===== src/rtl/pixel_frame_capture_if.sv =====
// Pixel stream in, frame-buffer write port and status out, grouped for pixel_frame_capture.
// master = stream source / status consumer, slave = the capture block.
interface pixel_frame_capture_if #(
   parameter int ADDR_W = 19
);
   logic [7:0]        pixel_i;
   logic              pixel_en_i;
   logic              clear_i;
   logic              wr_en_o;
   logic [ADDR_W-1:0] wr_addr_o;
   logic [7:0]        wr_data_o;
   logic              busy_o;
   logic              frame_done_o;
   logic              frame_valid_o;
   logic              timeout_o;
   logic              overrun_o;
   logic [9:0]        row_o;
   logic [9:0]        col_o;

   modport master (
      output pixel_i, pixel_en_i, clear_i,
      input  wr_en_o, wr_addr_o, wr_data_o, busy_o, frame_done_o,
             frame_valid_o, timeout_o, overrun_o, row_o, col_o
   );

   modport slave (
      input  pixel_i, pixel_en_i, clear_i,
      output wr_en_o, wr_addr_o, wr_data_o, busy_o, frame_done_o,
             frame_valid_o, timeout_o, overrun_o, row_o, col_o
   );
endinterface


===== src/rtl/pixel_frame_capture.sv =====
// Rasterises an 8-bit pixel stream into a linear frame-buffer write port,
// flagging frame completion, stalled streams (timeout) and surplus pixels (overrun).
module pixel_frame_capture #(
   parameter int MAX_ROW = 540,
   parameter int MAX_COL = 540,
   parameter int ADDR_W  = 19,
   parameter int TIMEOUT = 1000000
) (
   input logic                  host_CLK,
   input logic                  rst_n,
   pixel_frame_capture_if.slave bus
);
   localparam int GAP_W = $clog2(TIMEOUT + 1);

   typedef enum logic [1:0] {S_IDLE, S_RECV, S_DONE, S_ERR} state_t;

   state_t            r_state, w_next_state;
   logic [9:0]        r_row, r_col;
   logic [ADDR_W-1:0] r_addr, r_wr_addr;
   logic [GAP_W-1:0]  r_gap;
   logic [7:0]        r_wr_data;
   logic              r_wr_en, r_frame_done, r_frame_valid, r_overrun;
   logic              w_accept, w_last, w_timeout;

   assign w_accept  = bus.pixel_en_i && !bus.clear_i &&
                      (r_state == S_IDLE || r_state == S_RECV);
   assign w_last    = (r_row == 10'(MAX_ROW - 1)) && (r_col == 10'(MAX_COL - 1));
   assign w_timeout = (r_state == S_RECV) && !bus.pixel_en_i &&
                      (r_gap == GAP_W'(TIMEOUT - 1));

   // NOTE: rst_n is synchronous, so it is only looked at inside the clocked branch.
   always_ff @(posedge host_CLK) begin
      if (!rst_n) r_state <= S_IDLE;
      else        r_state <= w_next_state;
   end

   // NOTE: the default assignment first keeps this block free of inferred latches.
   always_comb begin
      w_next_state = r_state;
      if (bus.clear_i) begin
         w_next_state = S_IDLE;
      end else begin
         case (r_state)
            S_IDLE:  if (bus.pixel_en_i) w_next_state = w_last ? S_DONE : S_RECV;
            S_RECV: begin
               if (bus.pixel_en_i && w_last) w_next_state = S_DONE;
               else if (w_timeout)           w_next_state = S_ERR;
            end
            default: w_next_state = r_state;
         endcase
      end
   end

   // Clear behaves exactly like reset for the datapath; the buffer itself is never touched.
   always_ff @(posedge host_CLK) begin
      if (!rst_n || bus.clear_i) begin
         r_row         <= '0;
         r_col         <= '0;
         r_addr        <= '0;
         r_gap         <= '0;
         r_wr_en       <= 1'b0;
         r_wr_addr     <= '0;
         r_wr_data     <= '0;
         r_frame_done  <= 1'b0;
         r_frame_valid <= 1'b0;
         r_overrun     <= 1'b0;
      end else begin
         r_wr_en       <= w_accept;
         r_frame_done  <= w_accept && w_last;
         r_frame_valid <= (r_state == S_DONE);
         if (w_accept) begin
            r_wr_addr <= r_addr;
            r_wr_data <= bus.pixel_i;
            r_gap     <= '0;
            // Counters hold on the final pixel so DONE reports its position.
            if (!w_last) begin
               r_addr <= r_addr + ADDR_W'(1);
               if (r_col == 10'(MAX_COL - 1)) begin
                  r_col <= '0;
                  r_row <= r_row + 10'd1;
               end else begin
                  r_col <= r_col + 10'd1;
               end
            end
         end else if (r_state == S_RECV) begin
            r_gap <= r_gap + GAP_W'(1);
         end
         if (r_state == S_DONE && bus.pixel_en_i) r_overrun <= 1'b1;
      end
   end

   assign bus.wr_en_o       = r_wr_en;
   assign bus.wr_addr_o     = r_wr_addr;
   assign bus.wr_data_o     = r_wr_data;
   assign bus.busy_o        = (r_state == S_RECV);
   assign bus.frame_done_o  = r_frame_done;
   assign bus.frame_valid_o = r_frame_valid;
   assign bus.timeout_o     = (r_state == S_ERR);
   assign bus.overrun_o     = r_overrun;
   assign bus.row_o         = r_row;
   assign bus.col_o         = r_col;
endmodule


===== src/flat_wrapper.sv =====
// flat-port wrapper written by rule: the top's interface ports become plain ports
module pixel_frame_capture_flat 
#(
   parameter int MAX_ROW = 540,
   parameter int MAX_COL = 540,
   parameter int ADDR_W  = 19,
   parameter int TIMEOUT = 1000000
)
  (host_CLK, rst_n, bus_pixel_i, bus_pixel_en_i, bus_clear_i, bus_wr_en_o, bus_wr_addr_o, bus_wr_data_o, bus_busy_o, bus_frame_done_o, bus_frame_valid_o, bus_timeout_o, bus_overrun_o, bus_row_o, bus_col_o);
  pixel_frame_capture_if #(.ADDR_W(ADDR_W)) bus_i ();
  input logic host_CLK;
  input logic rst_n;
  input wire logic [$bits(bus_i.pixel_i)-1:0] bus_pixel_i;
  input wire logic [$bits(bus_i.pixel_en_i)-1:0] bus_pixel_en_i;
  input wire logic [$bits(bus_i.clear_i)-1:0] bus_clear_i;
  output wire logic [$bits(bus_i.wr_en_o)-1:0] bus_wr_en_o;
  output wire logic [$bits(bus_i.wr_addr_o)-1:0] bus_wr_addr_o;
  output wire logic [$bits(bus_i.wr_data_o)-1:0] bus_wr_data_o;
  output wire logic [$bits(bus_i.busy_o)-1:0] bus_busy_o;
  output wire logic [$bits(bus_i.frame_done_o)-1:0] bus_frame_done_o;
  output wire logic [$bits(bus_i.frame_valid_o)-1:0] bus_frame_valid_o;
  output wire logic [$bits(bus_i.timeout_o)-1:0] bus_timeout_o;
  output wire logic [$bits(bus_i.overrun_o)-1:0] bus_overrun_o;
  output wire logic [$bits(bus_i.row_o)-1:0] bus_row_o;
  output wire logic [$bits(bus_i.col_o)-1:0] bus_col_o;
  assign bus_i.pixel_i = bus_pixel_i;
  assign bus_i.pixel_en_i = bus_pixel_en_i;
  assign bus_i.clear_i = bus_clear_i;
  assign bus_wr_en_o = bus_i.wr_en_o;
  assign bus_wr_addr_o = bus_i.wr_addr_o;
  assign bus_wr_data_o = bus_i.wr_data_o;
  assign bus_busy_o = bus_i.busy_o;
  assign bus_frame_done_o = bus_i.frame_done_o;
  assign bus_frame_valid_o = bus_i.frame_valid_o;
  assign bus_timeout_o = bus_i.timeout_o;
  assign bus_overrun_o = bus_i.overrun_o;
  assign bus_row_o = bus_i.row_o;
  assign bus_col_o = bus_i.col_o;
  pixel_frame_capture #(.MAX_ROW(MAX_ROW), .MAX_COL(MAX_COL), .ADDR_W(ADDR_W), .TIMEOUT(TIMEOUT)) u_core (.host_CLK(host_CLK), .rst_n(rst_n), .bus(bus_i));
endmodule

===== config.mk =====
export PLATFORM = sky130hd
export DESIGN_NAME = pixel_frame_capture_flat
export DESIGN_NICKNAME = d
export VERILOG_FILES = /design/src/rtl/pixel_frame_capture_if.sv /design/src/rtl/pixel_frame_capture.sv /design/src/flat_wrapper.sv
export SDC_FILE = /design/constraint.sdc
export NUM_CORES = 1
export LEC_CHECK = 0
export CAP_MARGIN = 25
export CORE_MARGIN = 5
export CORE_UTILIZATION = 48
export DETAILED_ROUTE_END_ITERATION = 8
export PLACE_DENSITY_LB_ADDON = 0.25
export RECOVER_POWER = 100
export SLEW_MARGIN = 20
export SYNTH_ARGS = -nofsm -noshare
export SYNTH_HDL_FRONTEND = slang
export SYNTH_SLANG_ARGS = --single-unit

===== constraint.sdc =====
create_clock -name host_CLK -period 2.3 [get_ports host_CLK]
set_input_delay 0.46 -clock host_CLK [delete_from_list [all_inputs] [get_ports host_CLK]]
set_output_delay 0.46 -clock host_CLK [all_outputs]
set_load 0.01 [all_outputs]

== Word-level counts from Yosys, hierarchy flattened ==
Index checks and enable logic that the tools add are counted.
Storage, ports and cells
  output and inout port bits: 53
  register bits after elaboration: 92
  logic and storage cells: 51
  input bits: 12
Cells by class
  equal/unequal tests: 8
  reduce and logical (&&, ||, !) cells: 20
  mux-type cells: 6
  add/subtract/negate cells: 4
  bitwise logic cells: 2
Operators with widths (number)
  10-bit by 1-bit adder with 10-bit output, second input constant: 2
  20-bit by 1-bit adder with 20-bit output, second input constant: 1
  10-bit == test, second input constant: 2
  20-bit == test, second input constant: 1
  19-bit by 1-bit adder with 19-bit output, second input constant: 1
  10-bit 2-to-1 mux: 1
  1-bit logical AND: 8
  2-bit 2-to-1 mux: 4
  3-bit AND reduction: 2
  2-bit == test, second input constant: 2
  2-bit case mux with 2 select lines: 1
  2-bit OR reduction: 2
  1-bit zero test: 3
  3-bit by 1-bit != test with 1-bit output, second input constant: 1
  2-bit by 1-bit == test with 1-bit output, second input constant: 1
  2-bit zero test: 1
  1-bit logical OR: 2
  2-bit != test, second input constant: 1
  1-bit NOT: 2
  2-bit AND reduction: 1
  2-bit nonzero test: 1

== Depth between registers and ports, before layout ==
  depth in word-level cells: 6
  gate-level depth with buffers: 7
  depth with buffers taken out: 5

== Worst setup path before layout ==
No wires, ideal clock.
  kind: reg2reg
  start: register u_core.r_col[0] (netlist: u_core.bus.col_o[0])
  end: register u_core.r_row[9] (netlist: u_core.bus.row_o[9])
  setup time: 70 ps
  buffers on the path: 1
  data required time: 2230 ps
  clock period less this slack: 2408 ps
  stages on the path, launching flop included: 7
  path slack: -108 ps
  arrival time: 2337 ps
  cells stage by stage: dfxtp_1 > ha_1 > or4bb_1 > or4_1 > buf_2 > or4_1 > a21oi_1
Between the ends
  longest elaborated chain between the ends: 4
RTL lines
  from (decl): line pixel_frame_capture.sv:18  | logic [9:0] r_row, r_col;
  from (signal assigned): line pixel_frame_capture.sv:82  | r_col <= r_col + 10'd1;
  10-bit == test (*): line pixel_frame_capture.sv:27, pixel_frame_capture.sv:78
  1-bit logical AND: line pixel_frame_capture.sv:27  | assign w_last = (r_row == 10'(MAX_ROW - 1)) && (r_col == 10'(MAX_COL - 1));
  1-bit NOT (no line)
  3-bit AND reduction (no line) (*)
  to (signal assigned): line pixel_frame_capture.sv:80  | r_row <= r_row + 10'd1;
  to (decl): line pixel_frame_capture.sv:18
Mark *: on every way between the ends. The rest lies on a longest branch, timed or not.
A chain may end at the register's enable or synchronous reset.

== Worst setup path after layout ==
  start: input port bus_clear_i
  end: register u_core.r_row[3] (netlist: u_core.bus.row_o[3])
Between the ends
  longest elaborated chain between the ends: 4
  elaborated cells on any way between the ends: 5
  those cells by class: reduce/logical (5)
RTL lines
  from (decl): line flat_wrapper.sv:15  | input wire logic [$bits(bus_i.clear_i)-1:0] bus_clear_i;
  1-bit zero test: line pixel_frame_capture.sv:25  | assign w_accept = bus.pixel_en_i && !bus.clear_i &&
  1-bit logical AND (2 in a row): line pixel_frame_capture.sv:25
  3-bit AND reduction (no line)
Several ways; a longest one is shown, not always the timed one.

==> Flow_metrics.wiki <==
{| class="wikitable"
! Metric !! Value
|-
| Gate count after technology mapping || approximately 440
|-
| Accumulated negative setup slack || 0 ns
|-
| Seq/Total Area, Yosys || 45.9%
|-
| Element type at the critical path start || input pin
|-
| Sequential group share of total power || between 50% and 60%
|-
| Total congestion overflow || 0
|-
| Total DRC errors in the routed layout || 0
|-
| Overall routing resource usage || 19.2%
|-
| TritonCTS clock tree || built
|-
| # hold bufs at CTS || 0
|-
| Endpoint class of the critical path || flip-flop
|-
| Buf/Inv on CP || 2
|-
| Vertical die dimension || 101 um
|-
| Met1 Resource Use GR || 26.3%
|-
| Critical path class || input pin to flip-flop
|-
| PortBufs || 64
|-
| Final number of setup-violating endpoints || 0
|-
| Psw || approximately 640 uW
|-
| Met3 routing resource usage after global routing || 3.44%
|-
| Min cycle time layout || 2.28 ns
|-
| Busiest layer in global routing || met2
|-
| DRT Wirelength || 9650 um
|-
| Final Util || between 60% and 70%
|-
| Met2 Track Usage GR || between 30% and 40%
|-
| Clock transition at path regs || roughly 0.090 ns
|-
| Detailed Place HPWL || 6640 um
|-
| Maximum number of pins on one net before global-route repair || 43
|-
| Wire length of the first global-routing pass || 16300 um
|-
| Max-Slew Margin vs Limit || 47.8%
|-
| Total inserted antenna cells || 0
|-
| Starting density of the core || 49.1%
|-
| Result of the run || finished clean
|-
| Drt first pass iters || 4
|-
| Distinct cell type count after synthesis || 44
|-
| Internal power || 2.30 mW
|-
| CP max-delay cell || sky130_fd_sc_hd__or4_4
|-
| Ratio of cells with drive above 1 in the final layout || between 10% and 20%
|-
| Highest attainable clock frequency || 439 MHz
|-
| Number of cells in the design after placement || ~620
|-
| Part of the power in combinational logic || under 10%
|-
| Number of synthesized flops with an enable pin || 0
|-
| Maximum count of clock buffers along a single path || 2
|-
| Maximum fanout along the worst path || 7
|-
| Final RePlAce weighted congestion || 0.853
|-
| Worst hold margin || ~0.48 ns
|-
| Floorplan die width || ~100 um
|-
| Part of the total power dissipated in the clock network || 41.0%
|-
| Non-filler cells, final || between 600 and 700
|-
| Classification of the worst-slack hold path || flip-flop to flip-flop
|-
| Remaining antenna violation count || 0
|-
| Number of DRC markers in iteration 0 || between 100 and 150
|-
| Detailed-route vias per instance || 5.67
|-
| Number of nets at the end of the flow || roughly 550
|-
| Pin slew with the least headroom to its limit || 0.782 ns
|-
| Post-synthesis sequential element count || 92
|-
| Buffer type at the clock tree root || sky130_fd_sc_hd__clkbuf_8
|-
| Number of antenna violations at the first check in global routing || 0
|-
| Max-capacitance violation count || 0
|-
| Count of final max-slew check failures || 0
|-
| Core Footprint || between 8000 and 9000 sq um
|-
| CTS H-tree depth || 3
|-
| Leakage power of the design || between 1.5 and 2 nW
|-
| Average cell area after synthesis || roughly 9.1 sq um
|-
| Worst-case clock skew || 0.0102 ns
|-
| Series of cell instances along the critical path || clkdlybuf4s50_1, or3b_4, or4_4, buf_6, or4_1, a21oi_1
|-
| Synth Warn # || 0
|-
| Number of sinks on the clock net || 92
|-
| Async set or reset register ratio after synthesis || 0%
|-
| Number of global-route vias before repair || 3474
|-
| Dominant synthesized flop cell || sky130_fd_sc_hd__dfxtp_1
|-
| Signed area change from the synthesized netlist to the final layout || 31.5%
|-
| I/O pin count || 65
|-
| Largest stage delay on the critical path || 0.56 ns
|-
| Share of the clock period used by the worst path || approximately 99%
|-
| Number of vias in the routed layout || roughly 3600
|-
| Drt wl/cell || 15.1 um
|-
| Post-Synthesis Cell Area || around 4000 sq um
|-
| Number of buffers created by CTS || 9
|-
| Hold violation count in the final report || 0
|-
| Dominant delay contributor by cell family on the critical path || simple AND/OR/NAND/NOR gates
|-
| Clock latency of the later-clocked register in the worst-skew pair || between 0.3 and 0.4 ns
|-
| Switch share || between 20% and 30%
|-
| Total power per unit cell area || 557 nW/um^2
|-
| Number of nets in the synthesized netlist || ~460
|-
| Peak supply drop || 0.369 mV
|-
| WP data arrival || 2.57 ns
|-
| Unrepaired setup endpoints after global routing || true
|-
| Core Rows || 33
|-
| Required time of the worst setup path || 2.59 ns
|-
| Die outline area || 10300 sq um
|}
## power by group through the flow
stage	Clock, mW	Sequential [mW]	Combinational [mW]
3_3_place_gp	0	1.64	0.131
6_report	1.21	1.60	0.129
3_5_place_dp	0	1.64	0.134
5_1_grt	1.31	1.61	0.141
4_1_cts	1.23	1.60	0.135
2_1_floorplan	0	1.65	0.0567
## Yosys cell counts (7+ instances only)
cell                       instances  area share [%]
sky130_fd_sc_hd__dfxtp_1          92              46
sky130_fd_sc_hd__nand2_1          42             3.9
sky130_fd_sc_hd__a21oi_1          27             3.4
sky130_fd_sc_hd__a22o_1           27             5.9
sky130_fd_sc_hd__nor2_1           23             2.2
sky130_fd_sc_hd__clkbuf_1         20             1.9
sky130_fd_sc_hd__mux2i_1          17             4.2
sky130_fd_sc_hd__nand2b_1         16             2.5
sky130_fd_sc_hd__nand4_1          16             2.5
sky130_fd_sc_hd__nand3_1          15             1.9
sky130_fd_sc_hd__or4_1            14             2.6
sky130_fd_sc_hd__o21ai_0          13             1.6
sky130_fd_sc_hd__inv_1            12             1.1
sky130_fd_sc_hd__or3_1            11             1.7
sky130_fd_sc_hd__xnor2_1          10             2.2
sky130_fd_sc_hd__a211oi_1          9             1.7
sky130_fd_sc_hd__o31ai_1           9             1.7
sky130_fd_sc_hd__nor4_1            7             1.1
sky130_fd_sc_hd__xor2_1            7             1.5
## through the flow
| step | setup WS, ns | power (mW) | area (sq um) |
|---|---|---|---|
| after floorplan | 0.0159 | 1.70 | 4030 |
| after global placement | -0.416 | 1.77 | 5040 |
| after detailed placement | -0.452 | 1.78 | 5040 |
| after CTS | 0.00667 | 2.97 | 5290 |
| after global routing | -0.0108 | 3.05 | 5280 |
| final | 0.0215 | 2.94 | 5280 |
## flip-flops by register name, indices dropped and copies added (netlist names)
register                  cells
u_core.bus.wr_data_o          8
u_core.bus.col_o             10
u_core.bus.row_o             10
u_core.r_addr                19
u_core.bus.wr_en_o            1
u_core.bus.frame_done_o       1
u_core.bus.wr_addr_o         19
u_core.r_state                2
u_core.r_gap                 20
u_core.bus.frame_valid_o      1
u_core.bus.overrun_o          1
## routing by layer
metal | share of wire, % | up-vias
met5 | 0 | -
met4 | 1.1 | 0
met3 | 4.7 | 9
met2 | 47 | 82
met1 | 47 | 1738
li1 | - | 1804
## cell families (layout without fill, tap and decap cells)
kind of cell / Yosys count / after routing / share of synthesized area [%]
fa+ha+maj: 4 / 4 / 1.25
xor+xnor: 17 / 17 / 3.71
simple gates: 177 / 177 / 24.4
mux: 17 / 17 / 4.24
flops: 92 / 92 / 45.9
compound gates: 97 / 97 / 16.8
buf+inv: 38 / 132 / 3.68
## cell type report
cell class | count | area, sq um
Fill cell | 671 | 2900
Timing Repair Buffer | 104 | 975
Clock inverter | 6 | 87.6
Inverter | 12 | 45.0
Tap cell | 105 | 131
Sequential cell | 92 | 1840
Clock buffer | 10 | 138
Multi-Input combinational cell | 312 | 2050
## cells in the final DEF (no fill, tap or decap), types with 6 or more instances in the layout
master                            netlist  layout
sky130_fd_sc_hd__a211oi_1               9       9
sky130_fd_sc_hd__a21oi_1               27      26
sky130_fd_sc_hd__a22o_1                27      27
sky130_fd_sc_hd__buf_4                  0      33
sky130_fd_sc_hd__clkbuf_8               0      10
sky130_fd_sc_hd__clkdlybuf4s50_1        0      16
sky130_fd_sc_hd__dfxtp_1               92      90
sky130_fd_sc_hd__dlygate4sd3_1          0      47
sky130_fd_sc_hd__inv_1                 12      12
sky130_fd_sc_hd__mux2i_1               17      17
sky130_fd_sc_hd__nand2_1               42      42
sky130_fd_sc_hd__nand2b_1              16      16
sky130_fd_sc_hd__nand3_1               15      15
sky130_fd_sc_hd__nand4_1               16      16
sky130_fd_sc_hd__nor2_1                23      22
sky130_fd_sc_hd__nor4_1                 7       6
sky130_fd_sc_hd__o21ai_0               13      13
sky130_fd_sc_hd__o31ai_1                9       9
sky130_fd_sc_hd__or3_1                 11      11
sky130_fd_sc_hd__or4_1                 14      13
sky130_fd_sc_hd__xnor2_1               10      10
sky130_fd_sc_hd__xor2_1                 7       7
## worst paths after layout
path                            slack, ns  cells after the start                                  from                                   end
worst max-delay path                 0.02                      6                           bus_clear_i      u_core.bus.row_o[3]$_SDFFE_PP0P_
worst min register to register       0.48                      1  u_core.bus.wr_addr_o[3]$_SDFFE_PP0P_  u_core.bus.wr_addr_o[3]$_SDFFE_PP0P_
worst min-delay path                 0.48                      1  u_core.bus.wr_addr_o[3]$_SDFFE_PP0P_  u_core.bus.wr_addr_o[3]$_SDFFE_PP0P_
worst max register to register       0.07                      6      u_core.bus.col_o[0]$_SDFFE_PP0P_      u_core.bus.row_o[3]$_SDFFE_PP0P_
## what timing repair did
| item | in CTS | in global routing |
|---|---|---|
| gates resized for setup | 3 | 4 |
| gates cloned | 1 | 0 |
| pin swaps | 4 | 5 |
| setup endpoints to repair | 5 | 14 |
| setup buffers | 1 | 0 |
Note: power is estimated with default switching activity, not from simulation.
